### config.mk
export PLATFORM = sky130hd
export DESIGN_NAME = hazard_ctrl_unit
export DESIGN_NICKNAME = d
export VERILOG_FILES = /design/src/rtl/hazard_ctrl_unit_pkg.sv /design/src/rtl/hazard_ctrl_unit_reg_match.sv /design/src/rtl/hazard_ctrl_unit.sv
export SDC_FILE = /design/constraint.sdc
export NUM_CORES = 1
export LEC_CHECK = 0
export CAP_MARGIN = 10
export CELL_PAD_IN_SITES_DETAIL_PLACEMENT = 1
export CELL_PAD_IN_SITES_GLOBAL_PLACEMENT = 1
export CORE_AREA = 5 5 87 89
export CTS_BUF_LIST = sky130_fd_sc_hd__clkbuf_16
export CTS_CLUSTER_DIAMETER = 100
export DETAILED_ROUTE_END_ITERATION = 8
export DIE_AREA = 0 0 92 94
export PLACE_DENSITY = 0.72
export SETUP_SLACK_MARGIN = 0.3
export SYNTH_ARGS = -nofsm -noshare
export SYNTH_HDL_FRONTEND = slang
export SYNTH_SLANG_ARGS = --single-unit
### constraint.sdc
create_clock -name clk -period 4.1 [get_ports clk]
set_input_delay 0.41 -clock clk [delete_from_list [all_inputs] [get_ports clk]]
set_output_delay 0.41 -clock clk [all_outputs]
set_load 0.05 [all_outputs]
### src/rtl/hazard_ctrl_unit_pkg.sv
// Shared widths, counter limit and FSM encoding for the hazard control unit.
package hazard_ctrl_unit_pkg;

    localparam int unsigned REG_ADDR_W = 5;
    localparam int unsigned CNT_W      = 16;
    localparam logic [CNT_W-1:0] CNT_MAX = {CNT_W{1'b1}};

    typedef enum logic {
        RUN  = 1'b0,
        HOLD = 1'b1
    } hcu_state_e;

    // Saturating increment: sticks at CNT_MAX instead of wrapping.
    function automatic logic [CNT_W-1:0] sat_inc(input logic [CNT_W-1:0] v);
        return (v == CNT_MAX) ? v : v + 1'b1;
    endfunction

endpackage

### src/rtl/hazard_ctrl_unit_reg_match.sv
// Register dependency check: a producer's rd against the IF/ID sources.
// Register 0 is hard-wired zero, so it never creates a dependency.
module reg_match
    import hazard_ctrl_unit_pkg::*;
(
    input  logic [REG_ADDR_W-1:0] rd,
    input  logic [REG_ADDR_W-1:0] rs,
    input  logic [REG_ADDR_W-1:0] rt,
    input  logic                  uses_rt,
    output logic                  match
);

    // rt only counts when the consumer actually reads it.
    always_comb begin
        match = (rd != '0) && ((rd == rs) || (uses_rt && (rd == rt)));
    end

endmodule

### src/rtl/hazard_ctrl_unit.sv
// Pipeline hazard detection: load-use and branch-operand stalls, taken-branch
// flush, plus saturating stall/flush event counters. Controls are Mealy.
module hazard_ctrl_unit
    import hazard_ctrl_unit_pkg::*;
(
    input  logic                  clk,
    input  logic                  rst_n,
    input  logic [REG_ADDR_W-1:0] if_id_rs,
    input  logic [REG_ADDR_W-1:0] if_id_rt,
    input  logic                  if_id_uses_rt,
    input  logic                  if_id_is_branch,
    input  logic                  branch_taken,
    input  logic                  id_ex_mem_read,
    input  logic                  id_ex_reg_write,
    input  logic [REG_ADDR_W-1:0] id_ex_rd,
    input  logic                  ex_mem_mem_read,
    input  logic [REG_ADDR_W-1:0] ex_mem_rd,
    output logic                  hazardOutIFID,
    output logic                  pc_hold,
    output logic                  id_ex_bubble,
    output logic                  if_id_flush,
    output logic [CNT_W-1:0]      stall_cycles,
    output logic [CNT_W-1:0]      flush_count
);

    hcu_state_e       state_q, state_d;
    logic [CNT_W-1:0] stall_cnt_q, stall_cnt_d;
    logic [CNT_W-1:0] flush_cnt_q, flush_cnt_d;
    logic             match_idex, match_exmem;
    logic             haz_h1, haz_h2;
    logic             stall, flush;

    reg_match u_match_idex (
        .rd      (id_ex_rd),
        .rs      (if_id_rs),
        .rt      (if_id_rt),
        .uses_rt (if_id_uses_rt),
        .match   (match_idex)
    );

    reg_match u_match_exmem (
        .rd      (ex_mem_rd),
        .rs      (if_id_rs),
        .rt      (if_id_rt),
        .uses_rt (if_id_uses_rt),
        .match   (match_exmem)
    );

    // H2 (branch needs a load still in EX) costs two cycles; H1 costs one and
    // is re-evaluated each cycle. H2 is checked first so it wins over H1.
    always_comb begin
        haz_h2 = if_id_is_branch && id_ex_mem_read && match_idex;
        haz_h1 = (id_ex_mem_read && match_idex)
               || (if_id_is_branch && id_ex_reg_write && !id_ex_mem_read && match_idex)
               || (if_id_is_branch && ex_mem_mem_read && match_exmem);
    end

    // State register.
    always_ff @(posedge clk or negedge rst_n) begin
        if (!rst_n) state_q <= RUN;
        else        state_q <= state_d;
    end

    // Next state and Mealy stall/flush; reset forces controls low.
    always_comb begin
        state_d = state_q;
        stall   = 1'b0;
        flush   = 1'b0;
        unique case (state_q)
            RUN: begin
                if (haz_h2) begin
                    stall   = 1'b1;
                    state_d = HOLD;
                end else if (haz_h1) begin
                    stall = 1'b1;
                end else if (branch_taken) begin
                    flush = 1'b1;
                end
            end
            HOLD: begin
                stall   = 1'b1;
                state_d = RUN;
            end
            default: state_d = RUN;
        endcase
        if (!rst_n) begin
            stall = 1'b0;
            flush = 1'b0;
        end
    end

    // Counter next-state: saturating increments on stall/flush cycles.
    always_comb begin
        stall_cnt_d = stall ? sat_inc(stall_cnt_q) : stall_cnt_q;
        flush_cnt_d = flush ? sat_inc(flush_cnt_q) : flush_cnt_q;
    end

    // Event counters.
    always_ff @(posedge clk or negedge rst_n) begin
        if (!rst_n) begin
            stall_cnt_q <= '0;
            flush_cnt_q <= '0;
        end else begin
            stall_cnt_q <= stall_cnt_d;
            flush_cnt_q <= flush_cnt_d;
        end
    end

    assign hazardOutIFID = stall;
    assign pc_hold       = stall;
    assign id_ex_bubble  = stall;
    assign if_id_flush   = flush;
    assign stall_cycles  = stall_cnt_q;
    assign flush_count   = flush_cnt_q;

endmodule
# Word level (Yosys, flattened, before mapping)
# Cells that the tools add are included.
# word_totals
reg_bits	33
inputBits	28
output_inout_bits	36
word_cells	46
# op_classes
n_addsub	2
eq_ne	6
mux	11
bitwise	3
n_reduce_logical	21
# ops
cell	count
$add A16 B1 Y16 const B	2
$eq A16 B16 Y1 const B	2
$eq A5 B5 Y1	4
$logic_and A1 B1 Y1	12
$reduce_bool A5 Y1	2
$mux W1	9
$logic_or A1 B1 Y1	4
$pmux W1 S2	2
$reduce_and A2 Y1	2
$not A1 Y1	3
$logic_not A1 Y1	1

# Longest topological paths before layout
# depth
depth_word	12
depth_mapped	8
depth_no_buf	7

# By module
# From an unflattened synthesis, not the netlist that was laid out.
# unflattened
hier_cells	180
area_unflattened_um2	1918.1
# modules_own_cells
mod	n_inst	cells_per_inst	area_each_um2	seq_area_each_um2
hazard_ctrl_unit	1	146	1655.3	825.8
reg_match	2	17	131.4	0.0

# Worst setup path before layout
# No wires, ideal clock.
# synth_path
path_kind	input port to output port
from	in id_ex_rd[4]
to	out id_ex_bubble
t_arrival_ns	2.458
required_time_ns	3.690
slack_ns	1.232
cell_stages	7
path_buffers	2
cell_sequence	xnor2_1 > nand3_1 > o32ai_2 > a221oi_4 > buf_6 > nor2b_1 > buf_4
# synth_between
elab_chain_len	11
word_cells_on_any_way	15
classes_between	eq/ne (2); mux (4); reduce/logical (9)
# synth_lines
item	line_no	text
start: declaration	hazard_ctrl_unit.sv:15	input logic [REG_ADDR_W-1:0] id_ex_rd,
$eq A5 B5 Y1	hazard_ctrl_unit_reg_match.sv:15	match = (rd != '0) && ((rd == rs) || (uses_rt && (rd == rt)));
$logic_and A1 B1 Y1	hazard_ctrl_unit_reg_match.sv:15	
$logic_or A1 B1 Y1	hazard_ctrl_unit_reg_match.sv:15	
$logic_and A1 B1 Y1 (*)	hazard_ctrl_unit_reg_match.sv:15	
$logic_and A1 B1 Y1, on equally long branches	hazard_ctrl_unit.sv:53, hazard_ctrl_unit.sv:54	
$logic_or A1 B1 Y1	hazard_ctrl_unit.sv:54	|| (if_id_is_branch && id_ex_reg_write && !id_ex_mem_read && match_idex)
$logic_or A1 B1 Y1	hazard_ctrl_unit.sv:55	|| (if_id_is_branch && ex_mem_mem_read && match_exmem);
$mux W1	hazard_ctrl_unit.sv:74	end else if (haz_h1) begin
$mux W1 (*)	hazard_ctrl_unit.sv:71	if (haz_h2) begin
$pmux W1 S2 (*)	hazard_ctrl_unit.sv:69	unique case (state_q)
$mux W1 (*)	hazard_ctrl_unit.sv:86	if (!rst_n) begin
end: declaration	hazard_ctrl_unit.sv:20	output logic id_ex_bubble,
# Mark *: on every way between the ends. The rest lies on a longest branch, timed or not.

# Worst setup path after layout
# layout_path
from	in id_ex_rd[0]
to	out hazardOutIFID
# layout_between
elab_chain_len	11
word_cells_on_any_way	15
classes_between	eq/ne (2); mux (4); reduce/logical (9)
# layout_lines
item	line_no	text
$eq A5 B5 Y1	hazard_ctrl_unit_reg_match.sv:15	
$logic_and A1 B1 Y1	hazard_ctrl_unit_reg_match.sv:15	
$logic_or A1 B1 Y1	hazard_ctrl_unit_reg_match.sv:15	
$logic_and A1 B1 Y1 (*)	hazard_ctrl_unit_reg_match.sv:15	
$logic_and A1 B1 Y1, on equally long branches	hazard_ctrl_unit.sv:53, hazard_ctrl_unit.sv:54	
$logic_or A1 B1 Y1	hazard_ctrl_unit.sv:54	
$logic_or A1 B1 Y1	hazard_ctrl_unit.sv:55	
$mux W1	hazard_ctrl_unit.sv:74	
$mux W1 (*)	hazard_ctrl_unit.sv:71	
$pmux W1 S2 (*)	hazard_ctrl_unit.sv:69	
$mux W1 (*)	hazard_ctrl_unit.sv:86	
end: declaration	hazard_ctrl_unit.sv:18	output logic hazardOutIFID,
# Marks and branches as above.

==> run metrics <==
outcome finished, final reports clean; site row count 30; Syn-to-layout area delta 43.34%; Post-Route WL roughly 5300 microns; via count around 1700; buffers from clock root to sink, at most 2; post-synthesis async set-or-reset flop share between 90% and 100%; post-synthesis register bit count 33; Worst-Margin Slew ~1.1 ns; maximum VDD drop approximately 0.00034 V; worst endpoint required time 3.69 ns; critical path arrival roughly 2.8 ns; clock share of power between 20% and 30%; nature of the critical path startpoint primary input; vias in the first global route roughly 1800; achievable frequency 308.7 MHz; first-pass detailed-route iteration total 4; Hold Fails Final Rpt 0; final-layout fill cell count between 700 and 800; die width between 90 and 100 microns; Clk Latency, worst-skew pair around 0.28 ns; sequential share of power around 36%; Clock Sinks 33; WS Path Type primary input to primary output; Placement Cell Area around 2700 sq um; average routed wire per standard cell 15.75 microns; Boundary Pins 64; warnings from Yosys 0; Worst setup EP type primary output; core area 6681 sq um; largest net degree at the start of global routing 22; Setup-failing EPs final 0; post-synth cell types 37; DRT iter0 DRCs 20; routing usage on met2 between 20 and 25%; post-synthesis sequential area ratio 42.50%; layout cells sized above 1 under 10%; CTS buffer count 5; Hold WS around 0.087 ns; commonest cells after routing, fill and taps aside clkdlybuf4s50_1, dfrtp_1, xnor2_1; reg2reg end stall_cycles[15]; Syn Inst Count 190; Crit. Startpoint id_ex_rd[0]; Design Area, Final 2785 sq um; Worst Path Max Fanout 3; routability cong. a little under 0.8; Synth Cell Area roughly 1900 sq um; # hold bufs at CTS 0; dominant synthesized flop cell dfrtp_1; GR met1 Demand/Resource 15.71%; Worst Setup EP hazardOutIFID; Final TNS setup 0 ns; Internal Dissipation roughly 0.00074 W; Combinational Power Share about 34%; # diodes 0; hpwl dp between 4000 and 5000 microns; RSZ-0062 raised after global routing no; gr usage total between 10 and 15%; Setup Buffers After CTS 0; gr busiest metal met2; antenna-violating nets left 0; Via density 4.917; Slew HR between 20 and 30%; Net Sw Frac between 30% and 40%; syn nets 220; Port Buf Inserts 63; Initial Util about 29%; P_sw 0.0004143 W; r2r setup slk about 1.5 ns; Pleak 1.163 nW; CTS tree done; H-Tree Depth 2; GRT overflow 0; first-pass GRT wire length approximately 8800 microns; Worst Reg-to-Reg Cells 7; fin. max-slew vios 0; routing usage on met3 roughly 3.2%; die height about 94 microns; most common cell after layout, fill and taps aside clkdlybuf4s50_1; DRC Markers 0; Mapped Avg Cell Area between 10 and 15 sq um; minimum clock period 3.239 ns; antenna violations before repair 0; worst hold path class primary input to async pin; Nets 288; Final period util 79.01%; Pwr per Cell Area slightly above 400 nW/um^2; worst clock skew 0.007930 ns; CTS resizes 0; number of max-cap violations 0; clock transition at the registers of the reported paths 0.05 ns; Reg2Reg Launch Point stall_cycles[0]; Post-synth EDFFs 0; clock root cell clkbuf_16; full die area 8648 sq um
## worst max-delay path, cell delays in order
cell and delay (ns):
clkdlybuf4s50_1 0.54, xnor2_1 0.15, nand3_1 0.11, o32ai_2 0.44, a221oi_4 0.14, nor2b_1 0.20
clkdlybuf4s50_1 0.84
## worst min path at each step
stage / to / start
floorplan: flush_count[0] / rst_n
global placement: stall_cycles[6] / rst_n
detailed placement: stall_cycles[6] / rst_n
CTS: stall_cycles[13] / rst_n
global route: stall_cycles[6] / rst_n
finish: stall_cycles[4] / rst_n
## Yosys cell counts (2+ instances only)
master / instances / area share [%]
dfrtp_1: 33 / 42
xnor2_1: 32 / 14
nand3_1: 19 / 4.9
nand2_1: 16 / 3.1
xor2_1: 16 / 7.2
and3_1: 11 / 3.5
nand4_1: 9 / 2.9
nor3_1: 9 / 2.3
nor2_1: 8 / 1.5
buf_4: 3 / 1.2
a21oi_1: 2 / 0.52
and4_1: 2 / 0.90
buf_2: 2 / 0.52
ha_1: 2 / 1.3
mux2_2: 2 / 1.2
nand2b_1: 2 / 0.64
nor4_1: 2 / 0.64
## per-layer routing
layer / vias up / wire (microns)
met5: - / 0
met4: 0 / 54
met3: 5 / 183
met2: 33 / 2660
met1: 816 / 2410
li1: 803 / -
## kinds of logic (layout without fill, tap and decap cells)
family | count (synthesis) | count (layout) | share of synthesized area, %
buffers and inverters | 7 | 74 | 2.447
XOR/XNOR | 48 | 48 | 21.64
multiplexers | 4 | 4 | 2.511
flip-flops | 33 | 33 | 42.50
AND/OR/NAND/NOR | 87 | 87 | 24.41
adder cells (fa/ha/maj) | 2 | 2 | 1.288
AO/OA/AOI/OAI | 9 | 9 | 5.216
## stage by stage
step	total power, W	instances	util, %	setup WS, ns
2_1_floorplan	0.0006600	190	-	1.232
3_3_place_gp	0.0008094	331	39.74	0.9009
3_5_place_dp	0.0008160	331	39.74	0.8332
4_1_cts	0.001168	337	41.69	0.8279
5_1_grt	0.001208	337	41.69	0.7591
6_report	0.001150	337	41.69	0.8608
## registers in the layout (all words and copies together), names as in the netlist
signal / cells
stall_cycles: 16
state_q: 1
flush_count: 16
## area by class of cell
class	count	area, sq um	share of cell area, %
sequential	33	825.8	29.65
inverter	1	3.754	0.1348
clock buffer	5	125.1	4.492
clock inverter	1	5.005	0.1797
tap	80	100.1	3.594
timing repair buffer	67	655.6	23.54
multi-input combinational	150	1070	38.41
## power groups by stage
stage	Clock [W]	Sequential [W]	Combinational, W
detailed placement	0	0.000422	0.000394
finish	0.000344	0.000417	0.000390
CTS	0.000355	0.000417	0.000395
global route	0.000371	0.000424	0.000413
floorplan	0	0.000552	0.000108
global placement	0	0.000421	0.000388
(Power assumes the default switching activity.)
